$ cat config.mk
export PLATFORM = sky130hd
export DESIGN_NAME = stopwatch_lap
export DESIGN_NICKNAME = d
export VERILOG_FILES = /design/src/rtl/stopwatch_lap.sv
export SDC_FILE = /design/constraint.sdc
export NUM_CORES = 1
export LEC_CHECK = 0
export CAP_MARGIN = 20
export CELL_PAD_IN_SITES_DETAIL_PLACEMENT = 1
export CELL_PAD_IN_SITES_GLOBAL_PLACEMENT = 1
export CORE_MARGIN = 1.5
export CORE_UTILIZATION = 49
export CTS_CLUSTER_DIAMETER = 120
export DETAILED_ROUTE_END_ITERATION = 8
export GPL_TIMING_DRIVEN = 1
export HOLD_SLACK_MARGIN = 0.02
export PLACE_DENSITY = 0.93
export SETUP_SLACK_MARGIN = 0.1
export SYNTH_ARGS = -nofsm -noshare
export SYNTH_HDL_FRONTEND = slang
export SYNTH_SLANG_ARGS = --single-unit
$ cat constraint.sdc
create_clock -name clk -period 5.2 [get_ports clk]
set_clock_uncertainty 0.2 [all_clocks]
set_input_delay 1.04 -clock clk [delete_from_list [all_inputs] [get_ports clk]]
set_output_delay 1.04 -clock clk [all_outputs]
set_load 0.01 [all_outputs]
$ cat src/rtl/stopwatch_lap.sv
// MM:SS.hh stopwatch with up/down BCD counting, preset load and lap capture/recall.
// Feeds six BCD digits to the seven-segment decoders; all key inputs are single-cycle pulses.
module stopwatch_lap #(
   parameter int TICK_DIV  = 500000,
   parameter int LAP_DEPTH = 4
) (
   input  logic        clk,
   input  logic        key_reset,
   input  logic        start_pause,
   input  logic        clear,
   input  logic        lap,
   input  logic        lap_show,
   input  logic        count_down,
   input  logic        preset_load,
   input  logic [23:0] preset_bcd,
   output logic [23:0] display_bcd,
   output logic        running,
   output logic        done,
   output logic [3:0]  lap_count,
   output logic        lap_full,
   output logic        recall,
   output logic        tick
);

   localparam int PW = $clog2(TICK_DIV);

   typedef enum logic [1:0] {IDLE, RUN, PAUSE, DONE} state_t;

   state_t        state;
   state_t        state_next;
   logic [23:0]   cur_time;
   logic [23:0]   tick_time;
   logic [PW-1:0] prescaler;
   logic          dir;
   logic [23:0]   lap_mem [LAP_DEPTH];
   logic [3:0]    show_idx;

   logic wrap;
   logic tick_now;
   logic hit_zero;
   logic act_preset;
   logic act_start;
   logic act_lap;
   logic act_show;

   // Digit 3 is the tens-of-seconds digit, the only one that tops out at 5.
   function automatic logic [3:0] digit_max(input int i);
      return (i == 3) ? 4'd5 : 4'd9;
   endfunction

   function automatic logic [23:0] bcd_inc(input logic [23:0] t);
      logic [23:0] r;
      logic        carry;
      r     = t;
      carry = 1'b1;
      for (int i = 0; i < 6; i++) begin
         if (carry) begin
            if (t[i*4 +: 4] >= digit_max(i)) begin
               r[i*4 +: 4] = 4'd0;
            end else begin
               r[i*4 +: 4] = t[i*4 +: 4] + 4'd1;
               carry       = 1'b0;
            end
         end
      end
      return r;
   endfunction

   function automatic logic [23:0] bcd_dec(input logic [23:0] t);
      logic [23:0] r;
      logic        borrow;
      r      = t;
      borrow = 1'b1;
      for (int i = 0; i < 6; i++) begin
         if (borrow) begin
            if (t[i*4 +: 4] == 4'd0) begin
               r[i*4 +: 4] = digit_max(i);
            end else begin
               r[i*4 +: 4] = t[i*4 +: 4] - 4'd1;
               borrow      = 1'b0;
            end
         end
      end
      return r;
   endfunction

   function automatic logic [23:0] bcd_clamp(input logic [23:0] t);
      logic [23:0] r;
      for (int i = 0; i < 6; i++) begin
         r[i*4 +: 4] = (t[i*4 +: 4] > digit_max(i)) ? digit_max(i) : t[i*4 +: 4];
      end
      return r;
   endfunction

   // Pulse arbitration: clear > preset_load > start_pause > lap; lap_show runs unless cleared.
   always_comb begin
      wrap       = (prescaler == PW'(TICK_DIV - 1));
      tick_now   = (state == RUN) && wrap && !clear;
      tick_time  = dir ? bcd_dec(cur_time) : bcd_inc(cur_time);
      hit_zero   = tick_now && dir && (tick_time == 24'h000000);
      act_preset = preset_load && (state == IDLE) && !clear;
      act_start  = start_pause && !clear && !act_preset && (state != DONE);
      act_lap    = lap && !clear && !act_preset && !act_start && !lap_full
                   && ((state == RUN) || (state == PAUSE));
      act_show   = lap_show && !clear && (lap_count != 4'd0);
   end

   always_ff @(posedge clk or negedge key_reset) begin
      if (!key_reset) begin
         state <= IDLE;
      end else begin
         state <= state_next;
      end
   end

   always_comb begin
      state_next = state;
      if (clear) begin
         state_next = IDLE;
      end else begin
         case (state)
            IDLE: begin
               if (act_start) begin
                  state_next = (count_down && (cur_time == 24'h000000)) ? DONE : RUN;
               end
            end
            RUN: begin
               if (hit_zero) begin
                  state_next = DONE;
               end else if (act_start) begin
                  state_next = PAUSE;
               end
            end
            PAUSE: begin
               if (act_start) begin
                  state_next = RUN;
               end
            end
            DONE: begin
               state_next = DONE;
            end
            default: begin
               state_next = IDLE;
            end
         endcase
      end
   end

   // Prescaler only advances in RUN, so a pause keeps the partial hundredth.
   always_ff @(posedge clk or negedge key_reset) begin
      if (!key_reset) begin
         cur_time  <= 24'h000000;
         prescaler <= '0;
         dir       <= 1'b0;
         lap_count <= 4'd0;
         recall    <= 1'b0;
         show_idx  <= 4'd0;
         tick      <= 1'b0;
         for (int i = 0; i < LAP_DEPTH; i++) begin
            lap_mem[i] <= 24'h000000;
         end
      end else if (clear) begin
         cur_time  <= 24'h000000;
         prescaler <= '0;
         lap_count <= 4'd0;
         recall    <= 1'b0;
         show_idx  <= 4'd0;
         tick      <= 1'b0;
      end else begin
         tick <= tick_now;
         if (act_preset) begin
            cur_time <= bcd_clamp(preset_bcd);
         end else if (tick_now) begin
            cur_time <= tick_time;
         end
         if (state == RUN) begin
            prescaler <= wrap ? '0 : prescaler + PW'(1);
         end
         if ((state == IDLE) && act_start) begin
            dir <= count_down;
         end
         if (act_lap) begin
            for (int i = 0; i < LAP_DEPTH; i++) begin
               if (lap_count == 4'(i)) begin
                  lap_mem[i] <= cur_time;
               end
            end
            lap_count <= lap_count + 4'd1;
         end
         if (act_show) begin
            if (!recall) begin
               recall   <= 1'b1;
               show_idx <= 4'd0;
            end else if ((show_idx + 4'd1) == lap_count) begin
               recall   <= 1'b0;
               show_idx <= 4'd0;
            end else begin
               show_idx <= show_idx + 4'd1;
            end
         end
      end
   end

   always_comb begin
      running     = (state == RUN);
      done        = (state == DONE);
      lap_full    = (lap_count == 4'(LAP_DEPTH));
      display_bcd = cur_time;
      if (recall) begin
         for (int i = 0; i < LAP_DEPTH; i++) begin
            if (show_idx == 4'(i)) begin
               display_bcd = lap_mem[i];
            end
         end
      end
   end

endmodule

# Word level (Yosys, flattened, before mapping)
# Cells that the tools add are included.
dict set report word_totals {
  out_inout_bits 33
  mem_bits_rw 0
  mem_count 0
  elab_cells 177
  inputBits 32
  ff_bits 152
  latchBits 0
  mem_bits_ro 0
}
dict set report classes {
  n_mux 76
  bitwise_logic 1
  eq_ne 16
  n_mul 0
  order_cmp 12
  shifts 0
  add_sub_neg 15
  n_div 0
  reduce_logical 45
}
# operator n
set op_table {}
lappend op_table {{24-bit 2-to-1 mux} 9}
lappend op_table {{4-bit 2-to-1 mux} 34}
lappend op_table {{19-bit 2-to-1 mux} 3}
lappend op_table {{24-bit logical NOT} 2}
lappend op_table {{4-bit by 1-bit adder with 4-bit output, second input constant} 8}
lappend op_table {{4-bit logical NOT} 8}
lappend op_table {{4-bit by 1-bit subtractor with 4-bit output, second input constant} 6}
lappend op_table {{1-bit 2-to-1 mux} 23}
lappend op_table {{4-bit greater-or-equal comparator, second input constant} 5}
lappend op_table {{4-bit > comparator, second input constant} 5}
lappend op_table {{19-bit by 1-bit adder with 19-bit output, second input constant} 1}
lappend op_table {{19-bit == test, second input constant} 1}
lappend op_table {{1-bit logical AND} 18}
lappend op_table {{4-bit by 2-bit == test with 1-bit output, second input constant} 4}
lappend op_table {{3-bit AND reduction} 5}
lappend op_table {{2-bit 2-to-1 mux} 6}
lappend op_table {{4-bit by 1-bit == test with 1-bit output, second input constant} 2}
lappend op_table {{2-bit one-hot mux with 4 select lines} 1}
lappend op_table {{3-bit != test, second input constant} 2}
lappend op_table {{2-bit nonzero test} 3}
lappend op_table {{2-bit == test, second input constant} 2}
lappend op_table {{4-bit by 3-bit == test with 1-bit output, second input constant} 1}
lappend op_table {{4-bit == test} 1}
lappend op_table {{4-bit by 3-bit greater-or-equal comparator with 1-bit output, second input constant} 1}
lappend op_table {{other kinds (11)} 14}

# Depth between registers and ports, before layout
dict set report depth {
  ltp_word 13
  ltp_mapped 12
  ltp_nobuf 10
}

# Least setup slack after synthesis
# Ideal clock, no wire load.
dict set report synth_timing {
  path_kind {register -> output}
  from {reg show_idx[0]}
  to {out display_bcd[10]}
  arrival_ns 2.111
  t_required_ns 3.960
  path_stages_with_launch 13
  setup_slack_ns 1.849
  n_path_buf 3
  cell_sequence {dfrtp_1 > inv_1 > ha_1 > buf_1 > and2_0 > clkbuf_1 > clkbuf_1 > a21oi_1 > a211oi_1 > a21oi_1 > nand2_1 > o211ai_1 > o21ai_0}
}
dict set report synth_via {
  elab_chain_len 6
  word_cells_on_any_way 9
  classes_between {3 x eq/ne; 5 x mux; 1 x reduce/logical}
}
# item line_no
set synth_rtl {}
lappend synth_rtl {{start: declaration} 36} ;# logic [3:0] show_idx;
lappend synth_rtl {{start signal: assignment} 198} ;# show_idx <= show_idx + 4'd1;
lappend synth_rtl {{4-bit logical NOT} 211} ;# if (show_idx == 4'(i)) begin
lappend synth_rtl {{24-bit 2-to-1 mux (3 in series)} 211}
lappend synth_rtl {{24-bit 2-to-1 mux (*)} 211}
lappend synth_rtl {{24-bit 2-to-1 mux (*)} 209} ;# if (recall) begin
lappend synth_rtl {{end: declaration} 16} ;# output logic [23:0] display_bcd,
# Mark *: on every way between the ends. The rest lies on a longest branch, timed or not.

# Final worst setup path
dict set report layout_timing {
  from {reg show_idx[0]}
  to {out display_bcd[0]}
}
# Same word-level chain as after synthesis.

==> results summary <==
The number of buffer cells added on primary ports is 64. Timing analysis after detailed placement gives a worst setup slack of between 1000 and 1500 ps. Using the TritonRoute via totals, the vias-per-cell ratio works out to 6.28. The setup slack of the critical path after layout is 544 ps. The achievable clock frequency is 0.215 GHz. The number of buffers created by CTS is 17.

The clock latency on the worst-skew pair came out at between 400 and 500 ps. The run finished with clean final reports. The DRC violations left came out at 0. The most numerous cell on the critical path is sky130_fd_sc_hd__a21oi_1.

Of all flip-flops after synthesis, the portion carrying an async set or reset was 1.00. The share of total power dissipated in sequential elements is 0.374. The number of enable-type register cells in the synthesized netlist is 0.

The number of nets in the finished design is 1245. The number of antenna repair diodes is 0. The area growth from synthesis to layout came out at 13.5%. The mean instance size in the synthesized netlist came out at 8.15 sq um. Clock tree synthesis selected as its root buffer the cell sky130_fd_sc_hd__clkbuf_16. met2 is the most crowded layer. The routability congestion estimate from global placement is 0.957. The clock net sink count is 152. The delay of the slowest critical-path stage came out at 610 ps. The instance count of the mapped netlist came out at 1164. The horizontal die dimension is roughly 140 um. The proportion of power drawn by the clock network is 0.313. The critical path goes through inv_1 -> ha_1 -> and2_0 -> buf_4 -> a21oi_1 -> a211oi_1 -> a21oi_1 -> nand2_1 -> o211ai_1 -> o21ai_0 -> clkdlybuf4s50_1. The power density normalized to cell area came out at about 360 mW/mm^2. The type of the most critical hold path is reg2reg. The largest net degree at the start of global routing came out at 105.

The global route total overflow came out at 0. The setup slack on the worst flop-to-flop path came out at 1070 ps. The number of gates resized after CTS came out at 0.

The slew at the pin closest to its max-slew limit is 1120 ps. For the worst setup path, the data arrival time is 3420 ps. The nature of the critical path endpoint is a primary output. Summed over all cells, the static leakage comes to 4.48 nW. TritonCTS built the clock tree.

The clock period minus final worst setup slack came out at roughly 4700 ps. The number of global-route vias before repair came to 9633. The final clock period utilization by the worst path is 0.895. The switching fraction of total power is 0.375. The die outline area is 0.0202 sq mm. The number of distinct library cells after synthesis came out at 84.

The worst setup path is launched from a flop. Cell internal power was estimated by the tool at ~0.0024 W. The total power of the final layout is 0.00387 W. The per-cell routed wire length came out at 20.5 um.

The number of synthesized register bits is 152. In this run the tightest slew margin relative to its limit is 0.244. The sum of negative setup slack is 0 ps.

From bottom edge to top edge, the die measures 142 um. The post-CTS setup repair buffer count came out at 0. The standard cell core area came out at 0.0188 sq mm.

The number of hold buffers added after cts is 0. The utilization after layout is 0.571. STA puts the critical path data required time at 3960 ps. The maximum fanout along the worst path came out at 13. For this run, the register share of the synthesized area comes to 0.401. The critical path is of the reg2out type. The count of synthesis-stage warnings from yosys is 0. Summing all placed instances gives a cell area of 0.0102 sq mm. The routing usage on met1 came out at 0.396. The post-synthesis cell area is approximately 0.0095 sq mm.

The total count of hold-check failures in the final report was 0. For this run, the leading register cell type out of synthesis is sky130_fd_sc_hd__dfrtp_1. The total number of vias is 9131. The area of all placed cells without fillers came out at 0.0108 sq mm. IR analysis of the VDD net gives a maximum drop of 0.000255 V. The master of the slowest instance on the critical path is sky130_fd_sc_hd__and2_0.

The fraction of layout instances using a drive strength above 1 is 0.0695. The initial utilization of the core area, before any placement, comes to 0.504. The detailed-routing iteration count for the pre-antenna-repair pass is 5.

The count of maximum capacitance violations is 0. The global routing usage on met2 came out at 0.517. The number of antenna violations at the first check in global routing is 0. The total detailed-routing wirelength is about 30000 um. Counting every net in the synthesized netlist gives 1228. In the global route stage, overall resource usage came out at 0.309. Setup repair after global routing left no endpoint under its margin. The standard-cell row count is 50. CTS built an H-tree with a depth of 4.

The final number of max-transition violations was 0. The detailed placement HPWL is 19000 um. Counting along the longest clock path gives a buffer depth of 2. The global routing met3 resource utilization is 0.0505. In this run the remaining antenna-violating nets after routing total 0. The combinational share of power came out at 0.314. The number of filler cells placed in the layout is between 2000 and 2500.

The DRC violation total after the first TritonRoute iteration is 781. The first global-routing pass estimated about 50000 um of wire. The number of setup violations in the final report is 0. The reported net switching power came out at 0.00145 W. Clock-pin slew was measured on the worst setup and hold paths at 70 ps.

The number of placed I/O pins came out at 65.
==> power by group through the flow <==
stage | sequential, W | clock [W] | combinational, W
after floorplan | 0.00138 | 0 | 0.000865
after detailed placement | 0.00146 | 0 | 0.00116
after global placement | 0.00145 | 0 | 0.00112
final | 0.00145 | 0.00121 | 0.00122
after global routing | 0.00146 | 0.00126 | 0.00133
after CTS | 0.00144 | 0.00121 | 0.00119
==> layout make-up <==
cell class,count,area [sq um],share of cell area
Inverter,42,158,0.0147
Multi-Input combinational cell,881,5110,0.475
Sequential cell,152,3800,0.353
Timing Repair Buffer,87,810,0.0752
Clock inverter,11,86.3,0.00802
Clock buffer,21,470,0.0437
Tap cell,260,325,0.0302
==> cells in the mapped netlist, types with 4 or more instances <==
cell | number | share of area
sky130_fd_sc_hd__a21oi_1 | 114 | 0.060
sky130_fd_sc_hd__a31oi_1 | 7 | 0.0046
sky130_fd_sc_hd__a311oi_1 | 4 | 0.0037
sky130_fd_sc_hd__o211ai_1 | 31 | 0.025
sky130_fd_sc_hd__nor4_1 | 10 | 0.0066
sky130_fd_sc_hd__nand2_1 | 171 | 0.068
sky130_fd_sc_hd__a41oi_1 | 4 | 0.0037
sky130_fd_sc_hd__ha_1 | 32 | 0.042
sky130_fd_sc_hd__clkinv_1 | 6 | 0.0024
sky130_fd_sc_hd__nand4_1 | 20 | 0.013
sky130_fd_sc_hd__nand2b_1 | 6 | 0.0040
sky130_fd_sc_hd__buf_1 | 9 | 0.0036
sky130_fd_sc_hd__or3b_1 | 4 | 0.0037
sky130_fd_sc_hd__buf_6 | 7 | 0.0083
sky130_fd_sc_hd__nand3_1 | 19 | 0.010
sky130_fd_sc_hd__and3_1 | 8 | 0.0053
sky130_fd_sc_hd__o21ai_0 | 168 | 0.089
sky130_fd_sc_hd__nor3b_1 | 7 | 0.0055
sky130_fd_sc_hd__or2_2 | 4 | 0.0026
sky130_fd_sc_hd__buf_2 | 6 | 0.0032
sky130_fd_sc_hd__or3_1 | 9 | 0.0059
sky130_fd_sc_hd__xnor2_1 | 5 | 0.0046
sky130_fd_sc_hd__dfrtp_1 | 152 | 0.40
sky130_fd_sc_hd__nor2_1 | 85 | 0.034
sky130_fd_sc_hd__clkbuf_1 | 62 | 0.025
sky130_fd_sc_hd__inv_1 | 36 | 0.014
sky130_fd_sc_hd__a211oi_1 | 42 | 0.033
sky130_fd_sc_hd__nor3_1 | 25 | 0.013
sky130_fd_sc_hd__nand3b_1 | 7 | 0.0055
sky130_fd_sc_hd__xor2_1 | 12 | 0.011
==> through the flow <==
stage,std cells,hold WS [ps]
after floorplan,1164,250
after global placement,1422,261
after detailed placement,1422,271
after CTS,1454,286
after global routing,1454,307
final,1454,283
==> state kept, by name, summed over array words and instances (netlist names) <==
| signal | flops |
|---|---|
| show_idx | 4 |
| dir | 1 |
| lap_mem | 96 |
| cur_time | 24 |
| lap_count | 4 |
| tick | 1 |
| state | 2 |
| recall | 1 |
| prescaler | 19 |
==> worst max-delay path: cells and delay by family (launching register included) <==
family	cells	cell delay, ps
AO/OA/AOI/OAI	5	640
adder cells (fa/ha/maj)	1	170
buffers and inverters	3	1000
flip-flops	1	460
AND/OR/NAND/NOR	2	710
==> final timing paths <==
path	startpoint	end	depth (start not counted)
worst max-delay path	show_idx[0]	display_bcd[0]	11
worst min-delay path	lap_mem[38]	lap_mem[38]	2
worst max register to register	cur_time[0]	state[1]	10
worst min register to register	lap_mem[38]	lap_mem[38]	2
max in group asynchronous	key_reset	prescaler[13]	2
min in group asynchronous	key_reset	lap_mem[6]	1
==> cell usage in the layout, fill, tap and decap left out, types with 20 or more instances in the layout <==
| cell type | count |
|---|---|
| sky130_fd_sc_hd__nor3_1 | 25 |
| sky130_fd_sc_hd__o211ai_1 | 31 |
| sky130_fd_sc_hd__buf_4 | 23 |
| sky130_fd_sc_hd__dfrtp_1 | 152 |
| sky130_fd_sc_hd__a211oi_1 | 42 |
| sky130_fd_sc_hd__o21ai_0 | 168 |
| sky130_fd_sc_hd__a21oi_1 | 114 |
| sky130_fd_sc_hd__inv_1 | 36 |
| sky130_fd_sc_hd__ha_1 | 32 |
| sky130_fd_sc_hd__clkdlybuf4s50_1 | 62 |
| sky130_fd_sc_hd__nor2_1 | 84 |
| sky130_fd_sc_hd__nand2_1 | 171 |
| sky130_fd_sc_hd__nand4_1 | 20 |
==> cells by family after synthesis <==
family,synth area share
simple gates,0.219
compound gates,0.256
flops,0.401
buf+inv,0.0607
fa+ha+maj,0.0422
xor+xnor,0.0157
mux,0.00462
==> metal layers <==
layer | share of wire | routed length [um]
met1 | 0.43 | 12900
met2 | 0.49 | 14700
met3 | 0.048 | 1420
met4 | 0.029 | 862
met5 | 0 | 0
No activity file was read; power rests on OpenSTA's default activity.
